<file path="config.mk">
export PLATFORM = sky130hd
export DESIGN_NAME = phase_step_filter_flat
export DESIGN_NICKNAME = d
export VERILOG_FILES = /design/src/rtl/phase_step_filter_if.sv /design/src/rtl/phase_step_filter.sv /design/src/flat_wrapper.sv
export SDC_FILE = /design/constraint.sdc
export NUM_CORES = 1
export LEC_CHECK = 0
export BUFFER_PORTS_ARGS = -buffer_cell sky130_fd_sc_hd__buf_2
export CORE_ASPECT_RATIO = 0.75
export CORE_UTILIZATION = 25
export CTS_BUF_LIST = sky130_fd_sc_hd__clkbuf_4 sky130_fd_sc_hd__clkbuf_8
export CTS_CLUSTER_SIZE = 40
export DETAILED_ROUTE_END_ITERATION = 12
export HOLD_SLACK_MARGIN = 0.06
export PLACE_DENSITY_LB_ADDON = 0.1
export SETUP_SLACK_MARGIN = 0.3
export SLEW_MARGIN = 20
export SYNTH_ARGS = -nofsm -noshare
export SYNTH_HDL_FRONTEND = slang
export SYNTH_SLANG_ARGS = --single-unit
export TNS_END_PERCENT = 50
</file>
<file path="constraint.sdc">
create_clock -name clk -period 4.2 [get_ports clk]
set_input_delay 0.84 -clock clk [delete_from_list [all_inputs] [get_ports clk]]
set_output_delay 0.84 -clock clk [all_outputs]
set_load 0.05 [all_outputs]
</file>
<file path="src/rtl/phase_step_filter_if.sv">
// Bundle between the phase detector / clock mux and the phase step filter.
// master: drives the early/late flags and observes the phase pointer.
// slave : the filter itself.
interface phase_step_filter_if;
  logic        shift_right;
  logic        shift_left;
  logic [3:0]  phase_sel;
  logic [15:0] phase_onehot;
  logic        step_right;
  logic        step_left;
  logic        locked;

  modport master (
    output shift_right, shift_left,
    input  phase_sel, phase_onehot, step_right, step_left, locked
  );

  modport slave (
    input  shift_right, shift_left,
    output phase_sel, phase_onehot, step_right, step_left, locked
  );
endinterface

</file>
<file path="src/rtl/phase_step_filter.sv">
// Loop filter / phase picker behind the 16-phase oversampling detector.
// Early/late flags are synchronised, turned into +1/-1/0 votes and summed in
// a signed accumulator; reaching +/-THRESH moves the 4-bit phase pointer one
// step and opens a HOLDOFF-cycle window that lets the clock mux settle.
// Optional macro PHASE_LOCK_DETECT_EN adds a step-free-cycle lock detector;
// without it locked is tied low.

// Two-flop synchroniser for one asynchronous detector flag.
module phase_step_sync (
  input  logic clk,
  input  logic rst,
  input  logic d_i,
  output logic q_o
);
  logic meta_q, sync_q;

  // Plain double-flop; reset clears both stages.
  always_ff @(posedge clk or negedge rst) begin
    if (!rst) begin
      meta_q <= 1'b0;
      sync_q <= 1'b0;
    end else begin
      meta_q <= d_i;
      sync_q <= meta_q;
    end
  end

  assign q_o = sync_q;
endmodule

module phase_step_filter #(
  parameter int THRESH   = 8,
  parameter int ACC_W    = 5,
  parameter int HOLDOFF  = 4,
  parameter int LOCK_CNT = 64
) (
  input  logic               clk,
  input  logic               rst,
  phase_step_filter_if.slave pif
);
  localparam int NUM_FLAGS = 2;
  localparam logic signed [ACC_W-1:0] ACC_MAX = ACC_W'(THRESH - 1);
  localparam logic signed [ACC_W-1:0] ACC_MIN = ACC_W'(-(THRESH - 1));
  localparam logic [7:0]              HOLD_LD = 8'(HOLDOFF - 1);

  typedef enum logic {TRACK = 1'b0, HOLD = 1'b1} state_t;

  // Flag synchronisers: bit 0 = shift_right, bit 1 = shift_left.
  logic [NUM_FLAGS-1:0] flag_raw, flag_s;
  assign flag_raw = {pif.shift_left, pif.shift_right};

  for (genvar g = 0; g < NUM_FLAGS; g++) begin : g_sync
    phase_step_sync u_sync (
      .clk (clk),
      .rst (rst),
      .d_i (flag_raw[g]),
      .q_o (flag_s[g])
    );
  end

  // Simultaneous flags carry no timing information, so they cast no vote.
  logic vote_up, vote_dn;
  assign vote_up = flag_s[0] & ~flag_s[1];
  assign vote_dn = flag_s[1] & ~flag_s[0];

  state_t                   state_q, state_d;
  logic signed [ACC_W-1:0]  acc_q, acc_d;
  logic [7:0]               hcnt_q, hcnt_d;
  logic [3:0]               phase_q, phase_d;
  logic [15:0]              onehot_q, onehot_d;
  logic                     step_r_q, step_r_d;
  logic                     step_l_q, step_l_d;

  // Next-state: vote accumulation, pointer stepping and hold-off dwell.
  always_comb begin
    state_d  = state_q;
    acc_d    = acc_q;
    hcnt_d   = hcnt_q;
    phase_d  = phase_q;
    step_r_d = 1'b0;
    step_l_d = 1'b0;
    case (state_q)
      TRACK: begin
        if (vote_up && acc_q == ACC_MAX) begin
          phase_d  = phase_q + 4'd1;   // 15 wraps to 0
          step_r_d = 1'b1;
          acc_d    = '0;
          hcnt_d   = HOLD_LD;
          state_d  = HOLD;
        end else if (vote_dn && acc_q == ACC_MIN) begin
          phase_d  = phase_q - 4'd1;   // 0 wraps to 15
          step_l_d = 1'b1;
          acc_d    = '0;
          hcnt_d   = HOLD_LD;
          state_d  = HOLD;
        end else if (vote_up) begin
          acc_d = acc_q + ACC_W'(1);
        end else if (vote_dn) begin
          acc_d = acc_q - ACC_W'(1);
        end
      end
      HOLD: begin
        // Votes are ignored while the mux settles; dwell is HOLDOFF edges.
        acc_d = '0;
        if (hcnt_q == 8'd0) state_d = TRACK;
        else                hcnt_d  = hcnt_q - 8'd1;
      end
      default: state_d = TRACK;
    endcase
    onehot_d = 16'h0001 << phase_d;
  end

  // Filter state and registered outputs.
  always_ff @(posedge clk or negedge rst) begin
    if (!rst) begin
      state_q  <= TRACK;
      acc_q    <= '0;
      hcnt_q   <= '0;
      phase_q  <= '0;
      onehot_q <= 16'h0001;
      step_r_q <= 1'b0;
      step_l_q <= 1'b0;
    end else begin
      state_q  <= state_d;
      acc_q    <= acc_d;
      hcnt_q   <= hcnt_d;
      phase_q  <= phase_d;
      onehot_q <= onehot_d;
      step_r_q <= step_r_d;
      step_l_q <= step_l_d;
    end
  end

  assign pif.phase_sel    = phase_q;
  assign pif.phase_onehot = onehot_q;
  assign pif.step_right   = step_r_q;
  assign pif.step_left    = step_l_q;

`ifdef PHASE_LOCK_DETECT_EN
  localparam logic [15:0] LOCK_MAX = 16'(LOCK_CNT);

  logic [15:0] lcnt_q, lcnt_d;

  // Count step-free TRACK cycles; any step or HOLD cycle restarts the count.
  always_comb begin
    lcnt_d = lcnt_q;
    if (step_r_d || step_l_d || state_q == HOLD) lcnt_d = '0;
    else if (lcnt_q != LOCK_MAX)                 lcnt_d = lcnt_q + 16'd1;
  end

  // Lock counter register.
  always_ff @(posedge clk or negedge rst) begin
    if (!rst) lcnt_q <= '0;
    else      lcnt_q <= lcnt_d;
  end

  assign pif.locked = (lcnt_q == LOCK_MAX);
`else
  logic unused_lock_cfg;
  assign unused_lock_cfg = (LOCK_CNT != 0);
  assign pif.locked      = 1'b0;
`endif
endmodule

</file>
<file path="src/flat_wrapper.sv">
// flat-port wrapper written by rule: the top's interface ports become plain ports
module phase_step_filter_flat 
#(
  parameter int THRESH   = 8,
  parameter int ACC_W    = 5,
  parameter int HOLDOFF  = 4,
  parameter int LOCK_CNT = 64
)
  (clk, rst, pif_shift_right, pif_shift_left, pif_phase_sel, pif_phase_onehot, pif_step_right, pif_step_left, pif_locked);
  phase_step_filter_if pif_i ();
  input  logic clk;
  input  logic rst;
  input wire logic [$bits(pif_i.shift_right)-1:0] pif_shift_right;
  input wire logic [$bits(pif_i.shift_left)-1:0] pif_shift_left;
  output wire logic [$bits(pif_i.phase_sel)-1:0] pif_phase_sel;
  output wire logic [$bits(pif_i.phase_onehot)-1:0] pif_phase_onehot;
  output wire logic [$bits(pif_i.step_right)-1:0] pif_step_right;
  output wire logic [$bits(pif_i.step_left)-1:0] pif_step_left;
  output wire logic [$bits(pif_i.locked)-1:0] pif_locked;
  assign pif_i.shift_right = pif_shift_right;
  assign pif_i.shift_left = pif_shift_left;
  assign pif_phase_sel = pif_i.phase_sel;
  assign pif_phase_onehot = pif_i.phase_onehot;
  assign pif_step_right = pif_i.step_right;
  assign pif_step_left = pif_i.step_left;
  assign pif_locked = pif_i.locked;
  phase_step_filter #(.THRESH(THRESH), .ACC_W(ACC_W), .HOLDOFF(HOLDOFF), .LOCK_CNT(LOCK_CNT)) u_core (.clk(clk), .rst(rst), .pif(pif_i));
endmodule
</file>
==> results_dict.tcl <==
set metrics [dict create \
    vias 1254 \
    die_height_um 77.14 \
    synthesis.nets 173 \
    r2r_slack_ps 1980 \
    hold_buffers 0 \
    worstMarginPinSlew_ps 889.8 \
    hold_end "u_core.g_sync[1].u_sync.q_o$_DFF_PN0_" \
    start_kind "flop" \
    cts_resized 0 \
    synth_top_area_share_pct 51.86 \
    core_area_sq_um 7027 \
    drt_iter0_markers 31 \
    instances_no_fill 287 \
    ys_warn_count 0 \
    start_util_pct 26.78 \
    cts_made_buffers 5 \
    fin_nets 201 \
    cp.required_ps 4390 \
    yosys.cell_count.top_type "dfrtp_1" \
    rsz0062_at_grt "no" \
    worstSkewPairLatency_ps 280 \
    finalCriticalPeriod_ps 2216 \
    synthArstFlopShare_pct 100.0 \
    gr-total-overflow 0 \
    vdd_drop_max_v 0.0002499 \
    cts.sinks 40 \
    synth_edf_count 0 \
    cts-root-buf "clkbuf_8" \
    ys_types 50 \
    syn_inst 160 \
    grt_max_degree 41 \
    grt_first_pass_wirelength_mm 6.334 \
    synth_adder_area_share_pct 6.383 \
    crit_family "simple AND/OR/NAND/NOR gates" \
    worstReg2RegEnd "u_core.pif.phase_onehot[5]$_DFF_PN0_" \
    synth_area_per_cell_sq_um 11.76 \
    yosys.area_share.xor_xnor_pct 6.516 \
    grt_pass1_vias 1295 \
    worstPathCellList "inv_1, ha_1, or3_1, a211oi_1, a31oi_1, nor3_1" \
    slew_viol_final 0 \
    synthTopCellsByArea "dfrtp_1, ha_1, nor3_1" \
    hold_viol 0 \
    ios 27 \
    leakagePower_nw 1.025 \
    clockBufferDepth 2 \
    skew_ps 6.895 \
    power_density_nw_per_um2 710.3 \
    drv_cap 0 \
    synth_compound_area_share_pct 10.17 \
    portBuffers 25 \
    finalSetupTns_ps 0 \
    cts_max_level 2 \
    fill_cells 747 \
    dp_hpwl_mm 2.699 \
    status "finished, final reports clean" \
    rr_worst_depth 6 \
    crit_arrival_ps 2410 \
    drive_above_1_share_pct 25.93 \
    min_path_cells 0 \
    die_w_um 102.2 \
    crit_type "flop to flop" \
    setup_violations 0 \
    place_inst 279 \
    grt_usage_pct 10.64 \
    ys.flop_type "dfrtp_1" \
    critPathSlowestCell "dfrtp_1" \
    clk_pin_slew_ps 70 \
    syn_to_final_growth_pct 17.62 \
    gp_congestion 0.7306 \
    wl_per_cell_um 12.89 \
    hold_class "flop to flop" \
    yosys-mux-area-fraction_pct 0.5984 \
    die_area_sq_um 7882 \
    clock.fmax_mhz 451.3 \
    crit_fanout 12 \
    rows 26 \
    antenna_found_initial 0 \
    fin_crit_sh_pct 52.76 \
    synth_commonest_cells "dfrtp_1, nor3_1, nor2_1, ha_1, xor2_1" \
    diodes 0 \
    ant_nets 0 \
    crit_buf_inv 1 \
    synth-seq-area-share_pct 53.26 \
    hold_start "u_core.g_sync[1].u_sync.meta_q$_DFF_PN0_" \
    rr_startpoint "u_core.pif.phase_sel[0]$_DFF_PN0_" \
    synth_seq_cells 40 \
    yosys.area_share.simple_pct 19.48 \
    via_per_inst 4.369 \
    cts_tree "done" \
    slew_headroom_pct 40.68 \
    drc 0 \
    synth_top_family_by_area "simple AND/OR/NAND/NOR gates" \
    netlist_area_sq_um 1882 \
    synth_area_leader_cell "dfrtp_1" \
    end_kind "flop" \
    critPathMaxStageDelay_ps 550 \
    drt_first_pass_iters 4 \
    post_cts_buffers 0 \
    drt_wl_total_mm 3.698 \
]
-- metal layers --
metal / up-vias / global-route usage [%] / share of wire [%]
met5: - / 0 / 0
met4: 0 / 4.000 / 1.1
met3: 4 / 3.099 / 3.8
met2: 18 / 16.11 / 45
met1: 608 / 14.24 / 50
li1: 624 / - / -
-- area by class of cell --
cell class | count | area, sq um | share of cell area (%)
inverters | 9 | 36.28 | 1.639
clock buffers | 6 | 76.32 | 3.448
clock inverters | 2 | 35.03 | 1.583
multi-input cells | 107 | 815.8 | 36.86
flip-flops and latches | 40 | 1002 | 45.28
repair buffers | 25 | 125.1 | 5.653
well taps | 98 | 122.6 | 5.540
-- where the power goes --
part,switching (mW),total [mW],internal (mW)
clock,0.126,0.309,0.183
sequential,0.128,0.617,0.489
combinational,0.415,0.646,0.231
-- flip-flops by register name, summed over array words and instances (netlist names) --
name                         cells
u_core.hcnt_q                    8
u_core.pif.step_left             1
u_core.pif.phase_sel             4
u_core.pif.phase_onehot         16
u_core.g_sync.u_sync.q_o         2
u_core.g_sync.u_sync.meta_q      2
u_core.state_q                   1
u_core.pif.step_right            1
u_core.acc_q                     5
-- cells in the final DEF (no fill, tap or decap), types with 2 or more instances in the layout --
cell / Yosys / final
nand2_1: 3 / 3
ha_1: 8 / 8
clkbuf_8: 0 / 5
a31oi_1: 3 / 3
nor2_1: 15 / 15
o21ai_0: 3 / 3
a21oi_1: 5 / 5
or4_1: 2 / 2
buf_2: 1 / 25
nor3_1: 19 / 19
a22o_1: 3 / 3
inv_1: 7 / 7
nand3_1: 4 / 4
a22oi_1: 2 / 2
nand4_1: 3 / 3
xor2_1: 8 / 8
nand3b_1: 2 / 2
dfrtp_1: 39 / 39
-- through the flow --
| step | instance area, sq um | hold WS [ps] | power, mW | utilization, % | setup WS (ps) |
|---|---|---|---|---|---|
| 2_1_floorplan | 1882 | 331.2 | 1.134 | - | 1848 |
| 3_3_place_gp | 2102 | 343.1 | 1.266 | 29.91 | 2008 |
| 3_5_place_dp | 2102 | 337.8 | 1.276 | 29.91 | 2005 |
| 4_1_cts | 2213 | 356.8 | 1.595 | 31.50 | 1976 |
| 5_1_grt | 2213 | 371.6 | 1.692 | 31.50 | 1775 |
| 6_report | 2213 | 354.5 | 1.572 | 31.50 | 1984 |
-- worst max-delay path by stage --
stage / from / to / slack (ps) / depth (start not counted)
detailed placement: u_core.pif.phase_sel[0]$_DFF_PN0_ / u_core.pif.phase_onehot[5]$_DFF_PN0_ / 2010 / 6
global route: u_core.pif.phase_sel[0]$_DFF_PN0_ / u_core.pif.phase_onehot[0]$_DFF_PN1_ / 1780 / 6
finish: u_core.pif.phase_sel[0]$_DFF_PN0_ / u_core.pif.phase_onehot[5]$_DFF_PN0_ / 1980 / 6
global placement: u_core.pif.phase_sel[0]$_DFF_PN0_ / u_core.pif.phase_onehot[0]$_DFF_PN1_ / 2010 / 6
CTS: u_core.pif.phase_sel[0]$_DFF_PN0_ / u_core.pif.phase_onehot[5]$_DFF_PN0_ / 1980 / 6
floorplan: u_core.pif.phase_sel[0]$_DFF_PN0_ / u_core.pif.phase_onehot[0]$_DFF_PN1_ / 1850 / 7
-- cell families after synthesis --
logic type / Yosys count
xor+xnor: 11
mux: 1
simple gates: 61
compound gates: 24
flops: 40
buf+inv: 13
fa+ha+maj: 9
other cells: 1
(Power assumes the default switching activity.)
